==> src/rtl/fir_mac_sequencer.sv <==
// fir_mac_sequencer: time-multiplexed FIR scheduler sharing one MAC across all taps
module fir_mac_sequencer #(
  parameter int N_TAPS = 10,
  parameter int BW_in = 6,
  parameter int BW_coef = 6,
  parameter int BW_out = 6,
  parameter int SHIFT = 0,
  localparam int BW_addr = $clog2(N_TAPS),
  localparam int BW_acc = BW_in + BW_coef + $clog2(N_TAPS)
) (
  input  logic               clk,
  input  logic               rst,
  input  logic               clear,
  input  logic [BW_in-1:0]   x_in,
  input  logic               in_valid,
  output logic               in_ready,
  output logic [BW_addr-1:0] coef_addr,
  input  logic [BW_coef-1:0] coef_data,
  output logic [BW_out-1:0]  y_out,
  output logic               out_valid,
  input  logic               out_ready,
  output logic               busy
);
  localparam logic [1:0] IDLE = 2'd0, MAC = 2'd1, OUT = 2'd2;
  localparam logic [BW_addr-1:0] last = BW_addr'(N_TAPS - 1);
  localparam logic signed [BW_acc-1:0] y_max = BW_acc'((1 << (BW_out - 1)) - 1);
  localparam logic signed [BW_acc-1:0] y_min = BW_acc'(-(1 << (BW_out - 1)));
  logic [1:0] state;
  logic [BW_in-1:0] hist [N_TAPS];
  logic [BW_addr-1:0] wr_ptr, rd_ptr, tap;
  logic [BW_in-1:0] xr;
  logic signed [BW_acc-1:0] acc, xe, ce, sh;
  logic [BW_out-1:0] sat;
  assign xr = hist[rd_ptr];
  assign xe = {{(BW_acc - BW_in){xr[BW_in-1]}}, xr};
  assign ce = {{(BW_acc - BW_coef){coef_data[BW_coef-1]}}, coef_data};
  assign sh = acc >>> SHIFT;
  assign sat = sh > y_max ? y_max[BW_out-1:0] : sh < y_min ? y_min[BW_out-1:0] : sh[BW_out-1:0];
  assign in_ready = state == IDLE && !clear && !rst;
  assign busy = state != IDLE;
  assign coef_addr = tap;
  // rd_ptr walks backwards from the newest sample so tap k meets x[n-k]
  always_ff @(posedge clk) begin
    if (rst) begin
      state <= IDLE;
      wr_ptr <= '0;
      rd_ptr <= '0;
      tap <= '0;
      acc <= '0;
      y_out <= '0;
      out_valid <= 1'b0;
      for (int i = 0; i < N_TAPS; i++) hist[i] <= '0;
    end else begin
      case (state)
        IDLE:
          if (clear) begin
            for (int i = 0; i < N_TAPS; i++) hist[i] <= '0;
            wr_ptr <= '0;
          end else if (in_valid) begin
            hist[wr_ptr] <= x_in;
            rd_ptr <= wr_ptr;
            tap <= '0;
            acc <= '0;
            state <= MAC;
          end
        MAC: begin
          acc <= acc + xe * ce;
          rd_ptr <= rd_ptr == '0 ? last : rd_ptr - 1'b1;
          if (tap == last) begin
            state <= OUT;
            wr_ptr <= wr_ptr == last ? '0 : wr_ptr + 1'b1;
          end else tap <= tap + 1'b1;
        end
        OUT:
          if (!out_valid) begin
            y_out <= sat;
            out_valid <= 1'b1;
          end else if (out_ready) begin
            out_valid <= 1'b0;
            state <= IDLE;
          end
        default: state <= IDLE;
      endcase
    end
  end
endmodule

==> config.mk <==
export PLATFORM = sky130hd
export DESIGN_NAME = fir_mac_sequencer
export DESIGN_NICKNAME = d
export VERILOG_FILES = /design/src/rtl/fir_mac_sequencer.sv
export SDC_FILE = /design/constraint.sdc
export NUM_CORES = 1
export LEC_CHECK = 0
export CAP_MARGIN = 20
export CORE_UTILIZATION = 55
export CTS_CLUSTER_SIZE = 28
export DETAILED_ROUTE_END_ITERATION = 16
export GPL_TIMING_DRIVEN = 0
export PLACE_DENSITY = 0.73
export SYNTH_ARGS = -nofsm -noshare
export SYNTH_HDL_FRONTEND = slang
export SYNTH_SLANG_ARGS = --single-unit
==> constraint.sdc <==
create_clock -name clk -period 6.55 [get_ports clk]
set_input_delay 1.6375 -clock clk [delete_from_list [all_inputs] [get_ports clk]]
set_output_delay 1.6375 -clock clk [all_outputs]
set_load 0.01 [all_outputs]
# --- Word level (Yosys, flattened, before mapping) ---
# Memory sizes are Yosys's and may differ from the RTL's. A register that Yosys moved wholly into a read port is not among the register bits.
# Index checks and enable logic that the tools add are counted.
totals:
  ff_bits: 37
  mem_bits_rw: 60
  output_inout_bits: 13
  memories: 1
memory_table:
  columns: ["memory", "depth", "word_bits", "rd", "rd_clocked_by_memory_dff", "write_ports", "line", "rtl"]
  rows:
  - ["hist", 10, 6, 1, 1, 10, "29", "logic [BW_in-1:0] hist [N_TAPS];"]
op_classes:
  add_sub_neg: 4
  mul: 1
  n_lt_le_gt_ge: 2
  eq_ne: 11
  muxes: 51
  bitwise_logic: 11
  reduce_logical: 14
op_table:
  columns: ["operator", "count"]
  rows:
  - ["$mux 6", 13]
  - ["$mux 4", 12]
  - ["$mux 16", 2]
  - ["$pmux 16 s2", 1]
  - ["$pmux 4 s2", 3]
  - ["$add 16x12->16", 1]
  - ["$gt 16x6->1 const B", 1]
  - ["$lt 16x6->1 const B", 1]
  - ["$mux 1", 14]
  - ["$ne 2x2->1 const B", 7]
  - ["$mul 6x6->12", 1]
  - ["$mux 2", 5]
  - ["$or 1x1->1", 10]
  - ["$add 4x1->4 const B", 2]
  - ["$eq 4x4->1 const B", 2]
  - ["$pmux 2 s3", 1]
  - ["$reduce_and 3->1", 2]
  - ["$reduce_or 6->1", 1]
  - ["$reduce_and 5->1", 1]
  - ["$logic_not 4->1", 1]
  - ["$reduce_and 4->1", 1]
  - ["$reduce_bool 2->1", 2]
  - ["$sub 4x1->4 const B", 1]
  - ["$eq 2x1->1 const B", 1]
  - ["other kinds (6)", 8]

# --- Depth between registers and ports, before layout ---
# Gate-level depths: netlist (run 1).
depth:
  ltp_word: 7
  depth_mapped: 21
  ltp_nobuf: 19

# --- Worst setup path before layout (run 1) ---
# OpenSTA, ideal clock, no wires.
synth_timing:
  path_type: "in2reg"
  startpoint: "in coef_data[2]"
  endpoint: "reg acc[15]"
  setup_time_ns: 0.117
  arrival_ns: 5.606
  required_time_ns: 6.433
  setup_slack_ns: 0.827
  stages: 16
  cell_sequence: "and2_1 > fa_1 > inv_1 > fa_1 > inv_1 > fa_1 > inv_1 > fa_1 > inv_1 > ha_1 > a21oi_1 > o21ai_0 > a41o_1 > a41oi_1 > xnor2_1 > a22o_1"
synth_via:
  elab_chain_cells: 3
synth_lines:
  columns: ["item", "line", "rtl"]
  rows:
  - ["from (decl)", "18", "input logic [BW_coef-1:0] coef_data,"]
  - ["$mul 6x6->12", "67", "acc <= acc + xe * ce;"]
  - ["$add 16x12->16", "67", null]
  - ["$pmux 16 s2", "54", "case (state)"]
  - ["to (signal assigned)", "67", null]
  - ["to (decl)", "32", "logic signed [BW_acc-1:0] acc, xe, ce, sh;"]
# No other way between the ends.
# A chain may end at the register's enable or synchronous reset.

# --- Final worst setup path (run 1) ---
layout_timing:
  startpoint: "in coef_data[0]"
  endpoint: "reg acc[15]"
# The elaborated chain is that of the path after synthesis.

==> metrics.md, run 1 <==
| Metric | Value |
|---|---|
| DIE HEIGHT | `123.8 um` |
| Number of warnings printed during yosys synthesis | `0` |
| Fmax | `160.8 MHz` |
| Syn avg cell area | `11.71 um2` |
| Share of flip-flops with an asynchronous set or reset | `0` |
| CTS Buffer Depth | `2` |
| Cell types occupying the most area after synthesis | `edfxtp_1, fa_1, dfxtp_1` |
| Clock buffers created by TritonCTS | `17` |
| Largest voltage drop on the vdd net | `0.0001891 V` |
| Number of register bits inferred by synthesis | `137` |
| Die X | `123.8 um` |
| First-pass DRT Iterations | `6` |
| Arrival time at the worst endpoint | `6530 ps` |
| Per-cell via count in the routed design | `5.628` |
| Type of origin of the critical path | `input port` |
| Post CTS Setup Buffer Count | `0` |
| Cell area after placement | `0.008706 mm2` |
| Share of Yosys cell area claimed by the top area cell type | `0.3530` |
| Worst slew margin relative to its limit | `0.2726` |
| Count of vias placed by the detailed router | `5324` |
| Layout cells sized above 1 | `0.1050` |
| Number of hold-slack violations in the final timing report | `0` |
| Top-count cell post-synth | `edfxtp_1` |
| Most used standard cells in the synthesized netlist | `edfxtp_1, inv_1, and2_1, nor2_1, fa_1` |
| Final slew viol count | `0` |
| Post-Syn Instances | `697` |
| Clock tree sinks | `137` |
| Worst clock skew | `7.234 ps` |
| CTS tree | `yes` |
| Iteration-0 DRC count of the detailed router | `412` |
| Total number of H-tree levels | `4` |
| Result of the run | `complete, no violations` |
| Clock input transition at the sequential cells of the worst setup and hold paths | `60 ps` |
| Critical Path Sink Type | `flip-flop` |
| Source-to-sink clock delay at the later pin of the worst-skew pair | `420 ps` |
| R2R setup slack | `340 ps` |
| Cell area after layout | `0.009295 mm2` |
| Effective utilization at floorplan | `0.5618` |
| Kind of critical path | `input port to flip-flop` |
| Final weighted congestion of routability-driven global placement | `0.8304` |
| GRT overflow | `0` |
| Syn_nets | `796` |
| Maximum Capacitance Violations | `0` |
| CTS Hold Buffers Added | `0` |
| Count of cells resized by post-cts repair | `0` |
| Post-layout total power | `3.322 mW` |
| Core ar. | `0.01453 mm2` |
| Post-route non-filler standard cell count | `946` |
| Via count of the first global-routing pass | `5331` |
| Share of synthesized area occupied by flip-flops and latches | `0.4536` |
| Pin count of the biggest net entering global routing | `17` |
| Total inserted antenna cells | `0` |
| Routed Antenna Nets | `0` |
| Dominant cell type by area after synthesis | `edfxtp_1` |
| Worst hold path type | `flip-flop to flip-flop` |
| Clock root buffer | `clkbuf_16` |
| Minimum clock period after layout | `6218 ps` |
| Setup repair after global routing missed its margin | `false` |
| Fin Hold WS | `453.1 ps` |
| Area of the mapped netlist | `0.008165 mm2` |
| Leakage | `3.779 nW` |
| Global-route usage over all layers | `0.2441` |
| Area growth syn-to-layout | `13.84%` |
| Tcrit/Tclk final | `0.9493` |
| Number of design rule violations left after detail routing | `0` |
| Slew @ Worst Pin | `1080 ps` |
| Top-Level Pins | `30` |
| Number of failing setup endpoints in the final timing report | `0` |
| Row Count | `44` |
| Post-DP HPWL | `12.77 mm` |
| Required time worst endpoint | `6860 ps` |
| Crit path max fanout | `6` |
| Number of antenna violations at the first check in global routing | `0` |
| Power density over the cells | `357.4 mW/mm2` |
| Total Die Area | `0.01534 mm2` |
| Number of filler instances in the final layout | `1132` |
| Synth Flop Type | `edfxtp_1` |
| Fin Setup TNS | `0 ps` |
| Final wirelength | `17.32 mm` |
| Final layout net count | `848` |
| Number of distinct library cells after synthesis | `52` |
| Number of enable flip-flop cells after synthesis | `96` |
| Placed insts | `913` |
| Routed len/inst | `18.31 um` |
| Global-route wire length before repair | `27.37 mm` |
| Number of port buffers | `29` |
-- layer usage --
metal  track usage  up-vias  part of all wire
met5             0        -                 0
met4       0.08810        0             0.019
met3       0.04625       27             0.063
met2        0.3931      174              0.49
met1        0.3307     2624              0.43
li1              -     2499                 -
-- report_power, final --
| part | internal (mW) | leakage (nW) | total (mW) | switching [mW] |
|---|---|---|---|---|
| registers | 0.979 | 1.31 | 1.02 | 0.0459 |
| logic | 0.569 | 2.19 | 1.36 | 0.790 |
| clock network | 0.564 | 0.276 | 0.938 | 0.374 |
| total | 2.11 | 3.78 | 3.32 | 1.21 |
-- final timing paths --
| path | startpoint | to | cells past startpoint |
|---|---|---|---|
| max reg2reg | flip-flop | acc[15]$_SDFFE_PP0P_ | 19 |
| max | coef_data[0] | acc[15]$_SDFFE_PP0P_ | 18 |
| min reg2reg | y_out[1]$_SDFFE_PP0P_ | y_out[1]$_SDFFE_PP0P_ | 2 |
| min | y_out[1]$_SDFFE_PP0P_ | y_out[1]$_SDFFE_PP0P_ | 2 |
-- state kept, by name, summed over array words and instances (netlist names), named ones only --
register and flops:
coef_addr 4, wr_ptr 4, hist 96, out_valid 1, y_out 6, acc 16
rd_ptr 4, state 2
-- final cells by class --
type,instances,area (um2),area share
Multi-Input combinational cell,442,3990,0.4293
Sequential cell,137,3704,0.3984
Clock buffer,19,432.9,0.04657
Inverter,95,356.6,0.03836
Timing Repair Buffer,33,315.3,0.03392
Tap cell,184,230.2,0.02477
Clock inverter,13,143.9,0.01548
Buffer,23,122.6,0.01319
-- kinds of logic (layout without fill, tap and decap cells) --
family / count (synthesis) / after routing / synth area share
fa+ha+maj: 82 / 82 / 0.1652
compound gates: 87 / 87 / 0.06681
mux: 32 / 32 / 0.08566
flops: 137 / 137 / 0.4536
buf+inv: 118 / 183 / 0.05838
xor+xnor: 19 / 19 / 0.02038
simple gates: 222 / 222 / 0.1500
-- per-stage QoR --
stage | setup WS, ps | utilization
6_report | 331.8 | 0.6395
3_3_place_gp | -111.4 | 0.5976
5_1_grt | 43.59 | 0.6395
3_5_place_dp | -168.2 | 0.5990
2_1_floorplan | 827.1 | -
4_1_cts | 122.9 | 0.6387
-- cell usage in the layout, fill, tap and decap left out, types with 6 or more instances in the layout --
cell,n
nor2_1,48
o21ai_0,22
nor2b_1,6
a22oi_1,8
xnor2_1,14
a21oi_1,28
inv_1,95
nand2b_1,14
mux4_2,29
clkbuf_16,17
clkdlybuf4s50_1,29
edfxtp_1,96
ha_1,39
and2_1,83
fa_1,42
nand2_1,34
dfxtp_1,41
or3_1,6
clkbuf_1,16
-- worst max-delay path, cell delays in order --
cell and delay (ps):
clkdlybuf4s50_1 560, nand2_2 180, inv_1 70, fa_1 530, inv_1 150, fa_1 560, inv_1 60, fa_1 530
inv_1 60, fa_1 530, inv_1 40, ha_1 340, a21oi_1 260, o21ai_0 190, a41o_1 270, a41oi_1 210
xnor2_1 110, a22o_1 230
Note: power is estimated with default switching activity, not from simulation.
==> inputs of run 2 (changes only) <==
--- a/config.mk
+++ b/config.mk
@@ -11,6 +11,7 @@
 export DETAILED_ROUTE_END_ITERATION = 16
 export GPL_TIMING_DRIVEN = 0
 export PLACE_DENSITY = 0.73
+export SLEW_MARGIN = 5
 export SYNTH_ARGS = -nofsm -noshare
 export SYNTH_HDL_FRONTEND = slang
 export SYNTH_SLANG_ARGS = --single-unit
==> results of run 2 <==
Final layout, timing and power as in run 1 (identical DEF).
